### src/rtl/program_writer_pkg.sv
// Shared RV32I types and encoding constants used by the program writer and the CPU decoder.
package program_writer_pkg;

  typedef logic [31:0] Immediate;
  typedef logic [4:0]  RegIndex;

  typedef enum logic [1:0] {RD_NONE, RD_ALU, RD_RAM_OUT, RD_NEXT_PC} RdSel;
  typedef enum logic [1:0] {BC_NEVER, BC_ALWAYS, BC_CMP_TRUE, BC_CMP_FALSE} BranchCond;
  typedef enum logic [1:0] {CMP_EQ = 2'b00, CMP_LT = 2'b10, CMP_LTU = 2'b11} CmpOp;
  typedef enum logic [1:0] {ALU1_ZERO, ALU1_PC, ALU1_RS1} Alu1Sel;
  typedef enum logic [0:0] {ALU2_RS2, ALU2_IMM} Alu2Sel;

  // op[2:0] is the RV32I funct3; op[3] selects the SUB/SRA variant.
  typedef enum logic [3:0] {
    ALU_ADD  = 4'b0000,
    ALU_SLL  = 4'b0001,
    ALU_SLT  = 4'b0010,
    ALU_SLTU = 4'b0011,
    ALU_XOR  = 4'b0100,
    ALU_SRL  = 4'b0101,
    ALU_OR   = 4'b0110,
    ALU_AND  = 4'b0111,
    ALU_SUB  = 4'b1000,
    ALU_SRA  = 4'b1101
  } AluOp;

  typedef struct packed {
    logic      is_ebreak;
    logic      ram_write;
    RdSel      rd_sel;
    BranchCond branch_cond;
    CmpOp      cmp_op;
    Alu1Sel    alu1_sel;
    Alu2Sel    alu2_sel;
    AluOp      alu_op;
  } Control;

  typedef struct packed {
    Control   control;
    Immediate immediate;
    RegIndex  rs1;
    RegIndex  rs2;
    RegIndex  rd;
  } Instruction;

  localparam logic [6:0] OP_LUI    = 7'b0110111;
  localparam logic [6:0] OP_AUIPC  = 7'b0010111;
  localparam logic [6:0] OP_JAL    = 7'b1101111;
  localparam logic [6:0] OP_JALR   = 7'b1100111;
  localparam logic [6:0] OP_BRANCH = 7'b1100011;
  localparam logic [6:0] OP_STORE  = 7'b0100011;
  localparam logic [6:0] OP_LOAD   = 7'b0000011;
  localparam logic [6:0] OP_IMM    = 7'b0010011;
  localparam logic [6:0] OP_REG    = 7'b0110011;
  localparam logic [6:0] OP_SYSTEM = 7'b1110011;

  localparam logic [2:0]  F3_WORD     = 3'b010;
  localparam logic [2:0]  F3_JALR     = 3'b000;
  localparam logic [31:0] NOP_WORD    = 32'h0000_0013;
  localparam logic [31:0] EBREAK_WORD = {12'h001, 5'd0, 3'd0, 5'd0, OP_SYSTEM};

endpackage

### src/rtl/instruction_encoder.sv
// Combinational re-encoder: decoded Instruction struct back to its RV32I word.
module instruction_encoder
  import program_writer_pkg::*;
(
  input  Instruction  instr_i,
  output logic [31:0] word_o,
  output logic        invalid_o
);

  Control      ctrl;
  Immediate    imm;
  logic [3:0]  op;
  logic        fit_i, fit_b, fit_j;
  logic        ok;
  logic [31:0] word;

  assign ctrl = instr_i.control;
  assign imm  = instr_i.immediate;
  assign op   = ctrl.alu_op;

  // A field fits when every bit above its sign bit matches the sign bit.
  assign fit_i = (&imm[31:11]) | ~(|imm[31:11]);
  assign fit_b = ((&imm[31:12]) | ~(|imm[31:12])) & ~imm[0];
  assign fit_j = ((&imm[31:20]) | ~(|imm[31:20])) & ~imm[0];

  always_comb begin
    ok   = 1'b1;
    word = NOP_WORD;
    if (ctrl.is_ebreak) begin
      word = EBREAK_WORD;
    end else if (ctrl.ram_write) begin
      word = {imm[11:5], instr_i.rs2, instr_i.rs1, F3_WORD, imm[4:0], OP_STORE};
      ok   = fit_i;
    end else if (ctrl.rd_sel == RD_RAM_OUT) begin
      word = {imm[11:0], instr_i.rs1, F3_WORD, instr_i.rd, OP_LOAD};
      ok   = fit_i;
    end else if (ctrl.branch_cond == BC_CMP_TRUE || ctrl.branch_cond == BC_CMP_FALSE) begin
      word = {imm[12], imm[10:5], instr_i.rs2, instr_i.rs1, ctrl.cmp_op,
              ctrl.branch_cond == BC_CMP_FALSE, imm[4:1], imm[11], OP_BRANCH};
      ok   = fit_b & (ctrl.cmp_op inside {CMP_EQ, CMP_LT, CMP_LTU});
    end else if (ctrl.branch_cond == BC_ALWAYS) begin
      if (ctrl.rd_sel == RD_NEXT_PC && ctrl.alu1_sel == ALU1_PC) begin
        word = {imm[20], imm[10:1], imm[11], imm[19:12], instr_i.rd, OP_JAL};
        ok   = fit_j;
      end else if (ctrl.rd_sel == RD_NEXT_PC && ctrl.alu1_sel == ALU1_RS1) begin
        word = {imm[11:0], instr_i.rs1, F3_JALR, instr_i.rd, OP_JALR};
        ok   = fit_i;
      end else begin
        ok = 1'b0;
      end
    end else if (ctrl.rd_sel == RD_ALU) begin
      if (ctrl.alu1_sel == ALU1_ZERO && ctrl.alu_op == ALU_XOR) begin
        word = {imm[31:12], instr_i.rd, OP_LUI};
        ok   = (imm[11:0] == 12'h000);
      end else if (ctrl.alu1_sel == ALU1_PC && ctrl.alu_op == ALU_ADD) begin
        word = {imm[31:12], instr_i.rd, OP_AUIPC};
        ok   = (imm[11:0] == 12'h000);
      end else if (ctrl.alu1_sel == ALU1_RS1 && ctrl.alu2_sel == ALU2_RS2) begin
        word = {1'b0, op[3], 5'b00000, instr_i.rs2, instr_i.rs1, op[2:0], instr_i.rd, OP_REG};
        ok   = ~op[3] | (ctrl.alu_op == ALU_SUB) | (ctrl.alu_op == ALU_SRA);
      end else if (ctrl.alu1_sel == ALU1_RS1 && ctrl.alu2_sel == ALU2_IMM) begin
        if (op[1:0] == 2'b01) begin
          word = {1'b0, op[3], 5'b00000, imm[4:0], instr_i.rs1, op[2:0], instr_i.rd, OP_IMM};
          ok   = (imm[31:5] == '0) & (~op[3] | (ctrl.alu_op == ALU_SRA));
        end else begin
          // There is no immediate form of SUB, so op[3] is never legal here.
          word = {imm[11:0], instr_i.rs1, op[2:0], instr_i.rd, OP_IMM};
          ok   = fit_i & ~op[3];
        end
      end else begin
        ok = 1'b0;
      end
    end else begin
      ok = 1'b0;
    end
  end

  assign invalid_o = ~ok;
  assign word_o    = ok ? word : NOP_WORD;

endmodule

### src/rtl/program_writer.sv
// Streams decoded instructions into instruction memory as RV32I words at consecutive addresses.
module program_writer
  import program_writer_pkg::*;
#(
  parameter int unsigned ADDR_W = 10
) (
  input  logic              clk_i,
  input  logic              reset_i,
  input  logic              in_valid_i,
  output logic              in_ready_o,
  input  Instruction        in_instr_i,
  input  logic              in_last_i,
  output logic              imem_we_o,
  output logic [ADDR_W-1:0] imem_addr_o,
  output logic [31:0]       imem_wdata_o,
  output logic [ADDR_W:0]   count_o,
  output logic              done_o,
  output logic              error_o,
  output logic [ADDR_W-1:0] error_index_o
);

  typedef enum logic [0:0] {StLoad, StDone} state_e;

  state_e            state_q, state_d;
  logic [ADDR_W:0]   count_q, count_d;
  logic              we_q, we_d;
  logic [ADDR_W-1:0] addr_q, addr_d;
  logic [31:0]       wdata_q, wdata_d;
  logic              error_q, error_d;
  logic [ADDR_W-1:0] eidx_q, eidx_d;

  logic [31:0] enc_word;
  logic        enc_invalid;
  logic        xfer;

  instruction_encoder u_encoder (
    .instr_i   (in_instr_i),
    .word_o    (enc_word),
    .invalid_o (enc_invalid)
  );

  assign xfer = in_valid_i && (state_q == StLoad);

  always_comb begin
    state_d = state_q;
    count_d = count_q;
    we_d    = 1'b0;
    addr_d  = addr_q;
    wdata_d = wdata_q;
    error_d = error_q;
    eidx_d  = eidx_q;
    if (xfer) begin
      we_d    = 1'b1;
      addr_d  = count_q[ADDR_W-1:0];
      wdata_d = enc_word;
      count_d = count_q + 1'b1;
      error_d = error_q | enc_invalid;
      if (enc_invalid && !error_q) begin
        eidx_d = count_q[ADDR_W-1:0];
      end
      // The last free slot stops the stream so the address never wraps.
      if (in_last_i || (&count_q[ADDR_W-1:0])) begin
        state_d = StDone;
      end
    end
  end

  always_ff @(posedge clk_i) begin
    if (reset_i) begin
      state_q <= StLoad;
      count_q <= '0;
      we_q    <= 1'b0;
      addr_q  <= '0;
      wdata_q <= NOP_WORD;
      error_q <= 1'b0;
      eidx_q  <= '0;
    end else begin
      state_q <= state_d;
      count_q <= count_d;
      we_q    <= we_d;
      addr_q  <= addr_d;
      wdata_q <= wdata_d;
      error_q <= error_d;
      eidx_q  <= eidx_d;
    end
  end

  assign in_ready_o    = (state_q == StLoad);
  assign done_o        = (state_q == StDone);
  assign imem_we_o     = we_q;
  assign imem_addr_o   = addr_q;
  assign imem_wdata_o  = wdata_q;
  assign count_o       = count_q;
  assign error_o       = error_q;
  assign error_index_o = eidx_q;

endmodule

### config.mk
export PLATFORM = sky130hd
export DESIGN_NAME = program_writer
export DESIGN_NICKNAME = d
export VERILOG_FILES = /design/src/rtl/program_writer_pkg.sv /design/src/rtl/instruction_encoder.sv /design/src/rtl/program_writer.sv
export SDC_FILE = /design/constraint.sdc
export NUM_CORES = 1
export LEC_CHECK = 0
export ABC_AREA = 1
export BUFFER_PORTS_ARGS = -buffer_cell sky130_fd_sc_hd__buf_2
export CORE_MARGIN = 3
export CORE_UTILIZATION = 55
export DETAILED_ROUTE_END_ITERATION = 7
export GPL_TIMING_DRIVEN = 1
export HOLD_SLACK_MARGIN = 0.1
export PLACE_DENSITY = 0.95
export SYNTH_ARGS = -nofsm -noshare
export SYNTH_HDL_FRONTEND = slang
export SYNTH_SLANG_ARGS = --single-unit
### constraint.sdc
create_clock -name clk_i -period 2.5 [get_ports clk_i]
set_input_delay 0.125 -clock clk_i [delete_from_list [all_inputs] [get_ports clk_i]]
set_output_delay 0.125 -clock clk_i [all_outputs]
set_load 0.05 [all_outputs]
==> implementation parameters <==
Parameter                              Value

Setup path
  Startpoint class of the critical path ... input port
  Peak per-stage delay on the critical path ... 0.35 ns
  Series of cell instances along the critical path ... buf_2 > inv_1 > nor2_1 > nor2_2 > inv_1 > nand3_1 > nand2_4 > nand3_2 > nand2_1 > inv_1 > nor2_1
  Reg2reg setup slack ... 0.77 ns
  Worst path most repeated cell ... sky130_fd_sc_hd__inv_1
  Kind of end point of the critical path ... register
  Number of buffer and inverter stages on the critical path ... 4
  Worst path arrival time ... 2.06 ns
  CP delay by family, top ... simple AND/OR/NAND/NOR gates
  Cell with the biggest individual delay on the critical path ... sky130_fd_sc_hd__inv_1
  Reg-to-reg endpoint ... count_o[10]$_SDFFE_PP0P_
  Largest fanout on the critical path ... 16
  Data required time at the worst endpoint ... 2.79 ns
  Stages on worst setup path ... 11
  Worst setup path category ... input port to register
  RR Startpoint ... count_o[0]$_SDFFE_PP0P_
  Number of cells traversed by the worst register-to-register path ... 6

STA
  Total Negative Setup Slacks ... 0 ns
  Least setup slack across all paths after layout ... 0.731 ns
  Hold Fails Final Rpt ... 0
  Slew of the pin with the lowest slew margin ... 0.616 ns
  Final number of max-transition violations ... 0
  Setup Viol. Count Final ... 0
  Max Freq ... 565 MHz
  Part of the cycle the worst path needs ... 70.8%
  Setup repair after global routing missed its margin ... no
  Min cycle time layout ... 1.77 ns
  Max-Slew Margin vs Limit ... 58.9%
  Clock Skews ... 0.0113 ns

Drt
  Overall routed net length ... 12.7 mm
  Iteration count of the initial detailed-routing pass ... 5
  Post-detailed-route via-to-cell ratio ... 5.70
  Via count of the routed design ... 4692
  Post-detailed-route DRC marker count ... 0
  Number of violations reported at the end of detailed-routing iteration 0 ... 528
  Wire length per cell ... 15.5 um
  Routed Antenna Nets ... 0

Yosys
  Count of state elements after synthesis ... 64
  Top post-synthesis cells by area ... sky130_fd_sc_hd__dfxtp_1, sky130_fd_sc_hd__nand2_1, sky130_fd_sc_hd__a21oi_1
  Warnings, synthesis ... 0
  Number of cells produced by synthesis ... 616
  Portion of synthesized cell area occupied by the leading cell type ... 33.4%
  Primary FF master, synth ... sky130_fd_sc_hd__dfxtp_1
  Average instance area after synthesis ... 6.22 um^2
  Cell Area, Synth ... 3830 um^2
  Number of flops mapped to enable cells by yosys ... 0
  Synth cell count leaders ... sky130_fd_sc_hd__nand2_1, sky130_fd_sc_hd__a21oi_1, sky130_fd_sc_hd__nor2_1
  Distinct cell type count of the synthesized netlist ... 38
  Library cell with the highest instance count after synthesis ... sky130_fd_sc_hd__nand2_1
  Post-synth top area cell ... sky130_fd_sc_hd__dfxtp_1
  Share of the yosys chip area belonging to registers ... 33.4%
  Asr flop ratio synth ... 0%

Placement
  DP HPWL ... 9.72 mm
  Placement Setup Slack ... 0.443 ns
  Area after DPL ... 4510 um^2
  Global placement routability congestion ... 0.980
  Number of I/O port buffers ... 130
  Cell total after placement ... 805

Worst hold path
  Worst Hold Depth ... 5
  Startpoint of the tightest hold check path ... in_instr_i[23]
  Worst Hold Class ... input port to register
  Endpoint with the worst hold slack ... imem_wdata_o[28]$_SDFFE_PP0P_

CTS
  Clock slew at reported path FFs ... 0.07 ns
  Inserted Clock Buffers ... 9
  Post-CTS sizing ... 0
  Number of clock sinks ... 64
  Clock latency on the worst-skew pair ... 0.36 ns
  Maximum clock insertion buffer count ... 2
  Root buffer selected by CTS ... sky130_fd_sc_hd__clkbuf_8
  Clock tree from TritonCTS ... done
  Clock H-tree levels ... 3

Die
  Die Span Y ... 89.5 um
  Initial standard-cell utilization of the core ... 58.7%
  Number of rows created at floorplan ... 29
  IO Pins ... 133
  Floorplan Core Area ... 6530 um^2
  Horizontal die dimension ... 89.5 um
  DIE AREA ... 8000 um^2

Layout
  Post-route insts no fill ... 823
  Final design area excluding fillers ... 4750 um^2
  ANT cells ... 0
  Footprint of the multi-input gates ... 2150 um^2
  Post-layout util ... 72.8%
  P&R area growth vs syn ... 24.0%
  Sequential cell area in the final layout ... 1280 um^2
  Final net count ... 808
  Ratio of cells with drive above 1 in the final layout ... 23.3%
  Fill count ... 580

GRT
  Overflow left after global routing ... 0
  Number of antenna violations at the first check in global routing ... 0
  Maximum number of pins on one net before global-route repair ... 42
  Via count of the first global-routing pass ... 4038
  First-pass GRT wire length ... 19.6 mm
  Tot GR Track Use ... 31.7%

Run status
  Outcome ... completed

Power and ir drop
  Cell leakage power ... 2.30 nW
  Cell Pwr Density ... 568 nW/um^2
  Max rail drop VDD ... 389 uV

Job
  Number of max-cap violations ... 0
routing by layer:
metal	global-route usage, %	part of all wire [%]
met2	49.8	46
met1	44.2	42
met3	7.00	10
met4	7.98	1.6
met5	0	0
cell usage in the layout (no fill, tap or decap), types with 7 or more instances in the layout:
master,instances
sky130_fd_sc_hd__nand2_1,169
sky130_fd_sc_hd__buf_2,130
sky130_fd_sc_hd__a21oi_1,78
sky130_fd_sc_hd__nor2_1,71
sky130_fd_sc_hd__inv_1,69
sky130_fd_sc_hd__dfxtp_1,64
sky130_fd_sc_hd__nand3_1,25
sky130_fd_sc_hd__o21ai_0,25
sky130_fd_sc_hd__nand4_1,19
sky130_fd_sc_hd__clkbuf_8,9
sky130_fd_sc_hd__o22ai_1,8
sky130_fd_sc_hd__nor3_1,7
sky130_fd_sc_hd__buf_4,7
worst register-to-register path, cell delays in order (launching register included):
cell,delay [ns]
sky130_fd_sc_hd__dfxtp_1,0.38
sky130_fd_sc_hd__ha_1,0.18
sky130_fd_sc_hd__inv_1,0.07
sky130_fd_sc_hd__nor4_1,0.51
sky130_fd_sc_hd__nand3_1,0.24
sky130_fd_sc_hd__xor2_1,0.18
sky130_fd_sc_hd__nor2_1,0.05
stage by stage:
step / total power, W / hold slack (ns)
after floorplan: 0.00149 / 0.319
after global placement: 0.00167 / 0.407
after detailed placement: 0.00168 / 0.427
after CTS: 0.00269 / 0.128
after global routing: 0.00280 / 0.161
final: 0.00270 / 0.130
worst max-delay path by stage:
| stage | from | end | slack, ns |
|---|---|---|---|
| final | in_instr_i[59] | error_index_o[0]$_SDFFE_PP0P_ | 0.73 |
| after global routing | in_instr_i[30] | imem_wdata_o[29]$_SDFFE_PP0P_ | 0.55 |
| after CTS | in_instr_i[59] | error_index_o[1]$_SDFFE_PP0P_ | 0.79 |
| after detailed placement | in_instr_i[40] | imem_wdata_o[23]$_SDFFE_PP0P_ | 0.44 |
| after global placement | in_instr_i[57] | imem_wdata_o[29]$_SDFFE_PP0P_ | 0.43 |
| after floorplan | done_o$_SDFFE_PP0P_ | imem_wdata_o[13]$_SDFFE_PP0P_ | 0.41 |
area by class of cell:
class / count / area share (%)
inverter: 73 / 5.77
multi-input combinational: 454 / 45.3
tap: 77 / 2.03
clock inverter: 7 / 2.11
clock buffer: 9 / 2.61
sequential: 64 / 27.0
timing repair buffer: 139 / 15.2
repair_timing:
item / in CTS / in global routing
setup buffers: 0 / 0
endpoints found under the hold margin: 1 / 0
hold buffers: 2 / 0
cells by family after synthesis:
family	count (synthesis)	share of synthesized area, %
flops	64	33.4
simple gates	309	34.7
fa+ha+maj	1	0.327
xor+xnor	3	0.686
buf+inv	99	10.5
compound gates	139	20.2
other cells	1	0.0979
where the power goes:
group | total, W | internal [W] | switching (W)
logic | 0.000594 | 0.000165 | 0.000429
clock network | 0.00103 | 0.000572 | 0.000455
registers | 0.00108 | 0.00106 | 0.0000207
total | 0.00270 | 0.00179 | 0.000905
state kept, by name (all words and copies together) (netlist names):
register and cells:
imem_wdata_o 30, count_o 11, error_index_o 10, imem_addr_o 10, done_o 1, error_o 1
imem_we_o 1
Power figures use the tool's default switching activity.
